<file path="src/rtl/flopenr_pkg.sv">
// Shared constants and helpers for the flopenr elastic register pipeline.
// Optional occupancy counter is enabled with macro FLOPENR_PIPE_OCC_EN.
package flopenr_pkg;

   localparam int FLOPENR_DEF_WIDTH = 8;
   localparam int FLOPENR_DEF_DEPTH = 3;

   // Bits needed to count 0..depth valid stages.
   function automatic int occ_width(input int depth);
      return $clog2(depth + 1);
   endfunction

endpackage

</file>
<file path="src/rtl/flopenr_stage.sv">
// One elastic slice: enabled data register plus valid bit.
// The slice loads whenever it is empty or its downstream slice drains this cycle.
module flopenr_stage #(
   parameter int               WIDTH     = 8,
   parameter logic [WIDTH-1:0] RESET_VAL = '0
) (
   input  logic             clk,
   input  logic             reset_n,
   input  logic             flush,
   input  logic             v_in,
   input  logic [WIDTH-1:0] d_in,
   input  logic             rdy_out,
   output logic             v,
   output logic [WIDTH-1:0] d,
   output logic             rdy_in
);

   logic             v_q, v_d;
   logic [WIDTH-1:0] d_q, d_d;

   // Ready ripples backward: an empty slice can always take a beat.
   assign rdy_in = ~v_q | rdy_out;

   // Next state: flush wins, then enabled load; bubbles leave data untouched.
   always_comb begin
      v_d = v_q;
      d_d = d_q;
      if (flush) begin
         v_d = 1'b0;
      end else if (rdy_in) begin
         v_d = v_in;
         if (v_in) d_d = d_in;
      end
   end

   // Slice state register.
   always_ff @(posedge clk or negedge reset_n) begin
      if (!reset_n) begin
         v_q <= 1'b0;
         d_q <= RESET_VAL;
      end else begin
         v_q <= v_d;
         d_q <= d_d;
      end
   end

   assign v = v_q;
   assign d = d_q;

endmodule

</file>
<file path="src/rtl/flopenr_pipe.sv">
// DEPTH-stage elastic pipeline of WIDTH-bit enabled registers with
// valid/ready handshake, pass-through ready chain and synchronous flush.
// Define FLOPENR_PIPE_OCC_EN to add the registered occupancy output occ.
module flopenr_pipe
   import flopenr_pkg::*;
#(
   parameter int               WIDTH     = FLOPENR_DEF_WIDTH,
   parameter int               DEPTH     = FLOPENR_DEF_DEPTH,
   parameter logic [WIDTH-1:0] RESET_VAL = '0
) (
   input  logic             clk,
   input  logic             reset_n,
   input  logic             flush,
   input  logic             in_valid,
   output logic             in_ready,
   input  logic [WIDTH-1:0] in_data,
   output logic             out_valid,
   input  logic             out_ready,
   output logic [WIDTH-1:0] out_data
`ifdef FLOPENR_PIPE_OCC_EN
   ,
   output logic [occ_width(DEPTH)-1:0] occ
`endif
);

   logic [DEPTH:0]                rdy;
   logic [DEPTH-1:0]              v_w;
   logic [DEPTH-1:0][WIDTH-1:0]   d_w;
   logic [DEPTH-1:0]              v_src;
   logic [DEPTH-1:0][WIDTH-1:0]   d_src;
   logic                          in_xfer;

   // Consumer ready terminates the chain; input side is gated by flush and reset.
   assign rdy[DEPTH] = out_ready;
   assign in_ready   = rdy[0] & ~flush & reset_n;
   assign in_xfer    = in_valid & in_ready;

   for (genvar gi = 0; gi < DEPTH; gi++) begin : g_stage
      if (gi == 0) begin : g_head
         assign v_src[gi] = in_xfer;
         assign d_src[gi] = in_data;
      end else begin : g_body
         assign v_src[gi] = v_w[gi-1];
         assign d_src[gi] = d_w[gi-1];
      end

      flopenr_stage #(
         .WIDTH     (WIDTH),
         .RESET_VAL (RESET_VAL)
      ) u_stage (
         .clk     (clk),
         .reset_n (reset_n),
         .flush   (flush),
         .v_in    (v_src[gi]),
         .d_in    (d_src[gi]),
         .rdy_out (rdy[gi+1]),
         .v       (v_w[gi]),
         .d       (d_w[gi]),
         .rdy_in  (rdy[gi])
      );
   end

   assign out_valid = v_w[DEPTH-1];
   assign out_data  = d_w[DEPTH-1];

`ifdef FLOPENR_PIPE_OCC_EN
   localparam int OW = occ_width(DEPTH);

   logic [OW-1:0] occ_q, occ_d;
   logic          out_xfer;

   assign out_xfer = out_valid & out_ready;

   // Occupancy tracks transfers; simultaneous in/out leaves it unchanged.
   always_comb begin
      occ_d = occ_q;
      if (flush) begin
         occ_d = '0;
      end else begin
         case ({in_xfer, out_xfer})
            2'b10:   occ_d = occ_q + OW'(1);
            2'b01:   occ_d = occ_q - OW'(1);
            default: occ_d = occ_q;
         endcase
      end
   end

   // Occupancy register.
   always_ff @(posedge clk or negedge reset_n) begin
      if (!reset_n) occ_q <= '0;
      else          occ_q <= occ_d;
   end

   assign occ = occ_q;
`endif

endmodule

</file>
<file path="config.mk">
export PLATFORM = sky130hd
export DESIGN_NAME = flopenr_pipe
export DESIGN_NICKNAME = d
export VERILOG_FILES = /design/src/rtl/flopenr_pkg.sv /design/src/rtl/flopenr_stage.sv /design/src/rtl/flopenr_pipe.sv
export SDC_FILE = /design/constraint.sdc
export NUM_CORES = 1
export LEC_CHECK = 0
export BUFFER_PORTS_ARGS = -buffer_cell sky130_fd_sc_hd__buf_2
export CAP_MARGIN = 20
export CORE_MARGIN = 4
export CORE_UTILIZATION = 52
export CTS_BUF_LIST = sky130_fd_sc_hd__clkbuf_2
export CTS_CLUSTER_DIAMETER = 120
export DETAILED_ROUTE_END_ITERATION = 10
export GPL_TIMING_DRIVEN = 0
export PLACE_DENSITY = 0.79
export SLEW_MARGIN = 20
export SYNTH_ARGS = -nofsm -noshare
export SYNTH_HDL_FRONTEND = slang
export SYNTH_HIERARCHICAL = 1
export SYNTH_SLANG_ARGS = --single-unit
</file>
<file path="constraint.sdc">
create_clock -name clk -period 5.7 [get_ports clk]
set_input_delay 0.57 -clock clk [delete_from_list [all_inputs] [get_ports clk]]
set_output_delay 0.57 -clock clk [all_outputs]
set_load 0.01 [all_outputs]
</file>
# After elaboration in Yosys (flattened, before gate mapping)
# Index checks and enable logic that the tools add are counted.
# Widths: inputs -> output; s select.
[classes]
addsub = 0
n_mul = 0
n_div = 0
n_lt_le_gt_ge = 0
eq_ne = 0
shifts = 0
n_mux = 6
n_bitwise = 10
n_reduce_logical = 6
[ops]
columns = ["cell", "count"]
rows = [
  ["$reduce_and 3->1", 3],
  ["$mux 1", 6],
  ["$reduce_bool 2->1", 3],
  ["$not 1->1", 4],
  ["$and 1x1->1", 3],
  ["$or 1x1->1", 3],
]
[word_totals]
reg_bits = 27
latch_bits = 0
ramBits = 0
mem_bits_ro = 0
input_bits = 13
output_inout_bits = 10
word_cells = 28
n_memories = 0

# Longest topological paths before layout
[logic_depth]
ltp_word = 9
depth_mapped = 9

# Hierarchy
# The synthesis kept the hierarchy.
[modules_own_cells]
columns = ["module", "n_inst", "cells_each", "area_each_um2", "seq_area_each_um2"]
rows = [
  ["flopenr_stage", 3, 22, 359.1, 225.2],
  ["flopenr_pipe", 1, 2, 20.0, 0.0],
]

# Worst setup path after synthesis
# Ideal clock, no wire load.
[synth_timing]
kind = "input to output"
from = "input out_ready"
to = "output in_ready"
arrival_ns = 1.399
path_slack_ns = 3.731
path_stages = 7
n_path_buf = 0
cell_sequence = "nor2b_4 -> inv_1 -> nor2b_4 -> inv_1 -> nor2b_4 -> inv_1 -> and3b_2"
[synth_via]
elab_chain_cells = 5
[synth_rtl]
columns = ["element", "line", "rtl"]
rows = [
  ["from (decl)", "flopenr_pipe.sv:18", "input logic out_ready,"],
  ["$or 1x1->1", "flopenr_stage.sv:22", "assign rdy_in = ~v_q | rdy_out;"],
  ["via rdy[2]", "flopenr_pipe.sv:26", "logic [DEPTH:0] rdy;"],
  ["$or 1x1->1", "flopenr_stage.sv:22", ""],
  ["via rdy[1]", "flopenr_pipe.sv:26", ""],
  ["$or 1x1->1", "flopenr_stage.sv:22", ""],
  ["via rdy[0]", "flopenr_pipe.sv:26", ""],
  ["$and 1x1->1 (2 in series)", "flopenr_pipe.sv:35", "assign in_ready = rdy[0] & ~flush & reset_n;"],
  ["to (decl)", "flopenr_pipe.sv:15", "output logic in_ready,"],
]
# The timed path passes the listed nets, and every way through them passes these cells.

# Final worst setup path
[layout_timing]
from = "register g_stage[2].u_stage.v_q"
to = "output in_ready"
[layout_via]
elab_chain_cells = 6
[layout_rtl]
columns = ["element", "line", "rtl"]
rows = [
  ["from (decl)", "flopenr_stage.sv:18", "logic v_q, v_d;"],
  ["from (signal assigned)", "flopenr_stage.sv:42", "v_q <= v_d;"],
  ["$not 1->1", "flopenr_stage.sv:22", ""],
  ["$or 1x1->1", "flopenr_stage.sv:22", ""],
  ["via rdy[2]", "flopenr_pipe.sv:26", ""],
  ["$or 1x1->1", "flopenr_stage.sv:22", ""],
  ["via rdy[1]", "flopenr_pipe.sv:26", ""],
  ["$or 1x1->1", "flopenr_stage.sv:22", ""],
  ["via rdy[0]", "flopenr_pipe.sv:26", ""],
  ["$and 1x1->1 (2 in series)", "flopenr_pipe.sv:35", ""],
]
# The timed path passes the listed nets, and every way through them passes these cells.

==> out/results.txt <==
Run status = finished, final reports clean
Final nets = 108
Leakage Power = 0.600 nW
Root buffer cell = clkbuf_2
Die Wd = 53.9 um
H-tree depth reported by CTS = 1
Syn. warnings = 6
DIE HEIGHT = 53.9 um
Period utilization = 0.408
Num ports = 23
Sequential-to-total area share from yosys stat = 0.616
Hold Path Class = input pin to async pin
Final GP Congestion = 0.660
Pin count of the biggest net entering global routing = 30
Area of the multi-input gates = 410 um2
Post-synth EDFFs = 0
Initial Util = 0.554
Combinational Power Share = 0.169
Ant. Diodes = 0
Aggregate routed wire length = 1.63 mm
Die footprint = 2910 um2
Post-route cell area = 1260 um2
Maximum root-to-sink buffer count = 2
P_sw = 0.0000972 W
Max Clock Skew = 0.0145 ns
WS Path Type = flip-flop to primary output
Max-cap violations = 0
All-Layer GR Usage = 0.134
Cell accounting for the most synthesized area = dfrtp_1
Syn Nets = 81
Top_reg_cell synth = dfrtp_1
CTS clock-pin slew for the worst setup and hold paths = 0.26 ns
Startpoint Class = flip-flop
Mapped Cells = 68
Worst setup EP type = primary output
F_max = 430 MHz
Period minus WS final = 2.33 ns
Largest stage delay, worst path = 0.40 ns
CTS tree = built
Post-synth ARST share = 1.00
DR WL/cell = 13.5 um
Mapped Area = 1100 um2
Hold-fix buffers, CTS = 0
RSZ-0062 raised after global routing = false
Vias in the first global route = 613
CTS buffer count = 3
Filler cell count = 162
Post-route setup TNS = 0 ns
Initial antenna violation count = 0
Post-synth top cells = dfrtp_1 (27), mux2_2 (24), nor2_1 (6)
Slowest stage cell, crit path = dfrtp_1
Initial drt markers = 1
Share of layout cells above drive strength 1 = 0.606
Yosys cell types = 8
Final setup viols = 0
Antenna-violating nets left = 0
Crit-path cells = nor2b_4 -> inv_1 -> nor2b_4 -> inv_1 -> nor2b_4 -> inv_1 -> and3b_2 -> buf_2
DRC Markers = 0
Clock power frac = 0.186
Power share of the sequential group = 0.645
Top cells by area, synth = dfrtp_1 (62%), mux2_2 (25%), nor3b_4 (5.1%)
Crit-path leading delay family = simple AND/OR/NAND/NOR gates
# resized after CTS = 0
Total gr overflow = 0
Clk sinks = 27
Synth top area share = 0.616
Max-slew headroom = 0.607
Vias post-DR = 603
Cell internal pwr = 0.000287 W
Synth Register Bits = 27
Area occupied by registers = 676 um2
Post-DR vias/cell = 4.98
Core Area = 1980 um2
Crit path max fanout = 3
Number of setup buffers added after CTS = 0
Area Growth Syn to Fin = 15.2%
Mapped Avg Cell Area = 16.1 um2
DRT Pass-1 Iters = 4
HPWL after DPL = 1.16 mm
Worst-skew pair later-pin latency = 0.35 ns
P per Cell Area = 304 nW/um2
Sw frac = 0.253
Flop2flop setup slack = 3.66 ns
Req. time, crit path = 5.13 ns
CP Buf/Inv Count = 4
Slew Limit Fails = 0
Number of I/O port buffers = 22
Worst-Margin Slew = 0.589 ns
First-pass GRT wire length = 2.67 mm
Final hold vios = 0
Row cnt = 16
Most common cell in the netlist = dfrtp_1
Peak VDD IR = 0.199 mV
DP Area = 1240 um2
Worst EP arrival = 1.76 ns
## through the flow
step	cells	hold WS, ns	utilization	total power (W)	setup WS [ns]
4_1_cts	121	0.183	0.638	0.000390	3.34
5_1_grt	121	0.194	0.638	0.000407	3.23
2_1_floorplan	68	0.274	-	0.000292	3.73
3_5_place_dp	117	0.485	0.626	0.000320	3.29
3_3_place_gp	117	0.481	0.626	0.000314	3.33
6_report	121	0.169	0.638	0.000385	3.37
## flip-flops by register name, summed over array words and instances (netlist names)
name / count
g_stage.u_stage/d: 24
g_stage.u_stage/v: 3
## placed cells by master (no fill, tap or decap)
| cell | n |
|---|---|
| clkinvlp_4 | 1 |
| nor3b_4 | 3 |
| buf_2 | 22 |
| mux2_2 | 24 |
| nor2_1 | 6 |
| inv_1 | 3 |
| and4b_1 | 1 |
| clkbuf_2 | 3 |
| and3b_2 | 1 |
| nor2b_4 | 3 |
| dfrtp_1 | 27 |
## power by group through the flow
stage	clock network, W	registers (W)	logic, W
floorplan	0	0.000253	0.0000389
finish	0.0000716	0.000248	0.0000650
detailed placement	0	0.000253	0.0000667
CTS	0.0000746	0.000249	0.0000666
global route	0.0000806	0.000254	0.0000721
global placement	0	0.000251	0.0000636
## worst register-to-register path, stage by stage, from the launching register on
cell and delay [ns]:
dfrtp_1 0.43, nor2b_4 0.14, inv_1 0.08, nor2b_4 0.05
inv_1 0.09, nor2b_4 0.05, inv_1 0.06, and4b_1 0.20
nor3b_4 0.47, mux2_2 0.40
## cell families after synthesis
family / Yosys count / synth area share
DFF: 27 / 0.616
buffers and inverters: 3 / 0.0103
muxes: 24 / 0.246
and+or+nand+nor: 14 / 0.128
## layer usage
layer / vias up / global-route usage / wire [um] / part of all wire
li1: 286 / - / - / -
met1: 303 / 0.153 / 706 / 0.43
met5: - / 0 / 0 / 0
met2: 12 / 0.238 / 839 / 0.51
met3: 2 / 0.0249 / 67 / 0.041
met4: 0 / 0.0638 / 18 / 0.011
## area by class of cell
class                   instances  share of cell area
clock buffers                   3              0.0119
clock inverters                 1             0.00594
inverters                       3             0.00891
multi-input cells              38               0.325
flip-flops and latches         27               0.535
well taps                      27              0.0267
repair buffers                 22              0.0871
## final timing paths
path | startpoint | endpoint | cells after the start
worst min register to register | g_stage[0].u_stage/d[3] | g_stage[1].u_stage/d[3] | 1
worst min-delay path | reset_n | g_stage[2].u_stage/d[3] | 1
worst max-delay path | g_stage[2].u_stage/v | in_ready | 8
min in group clk | in_data[0] | g_stage[0].u_stage/d[0] | 2
max in group asynchronous | reset_n | g_stage[2].u_stage/v | 1
worst max register to register | g_stage[2].u_stage/v | g_stage[0].u_stage/d[1] | 9
(Power assumes the default switching activity.)
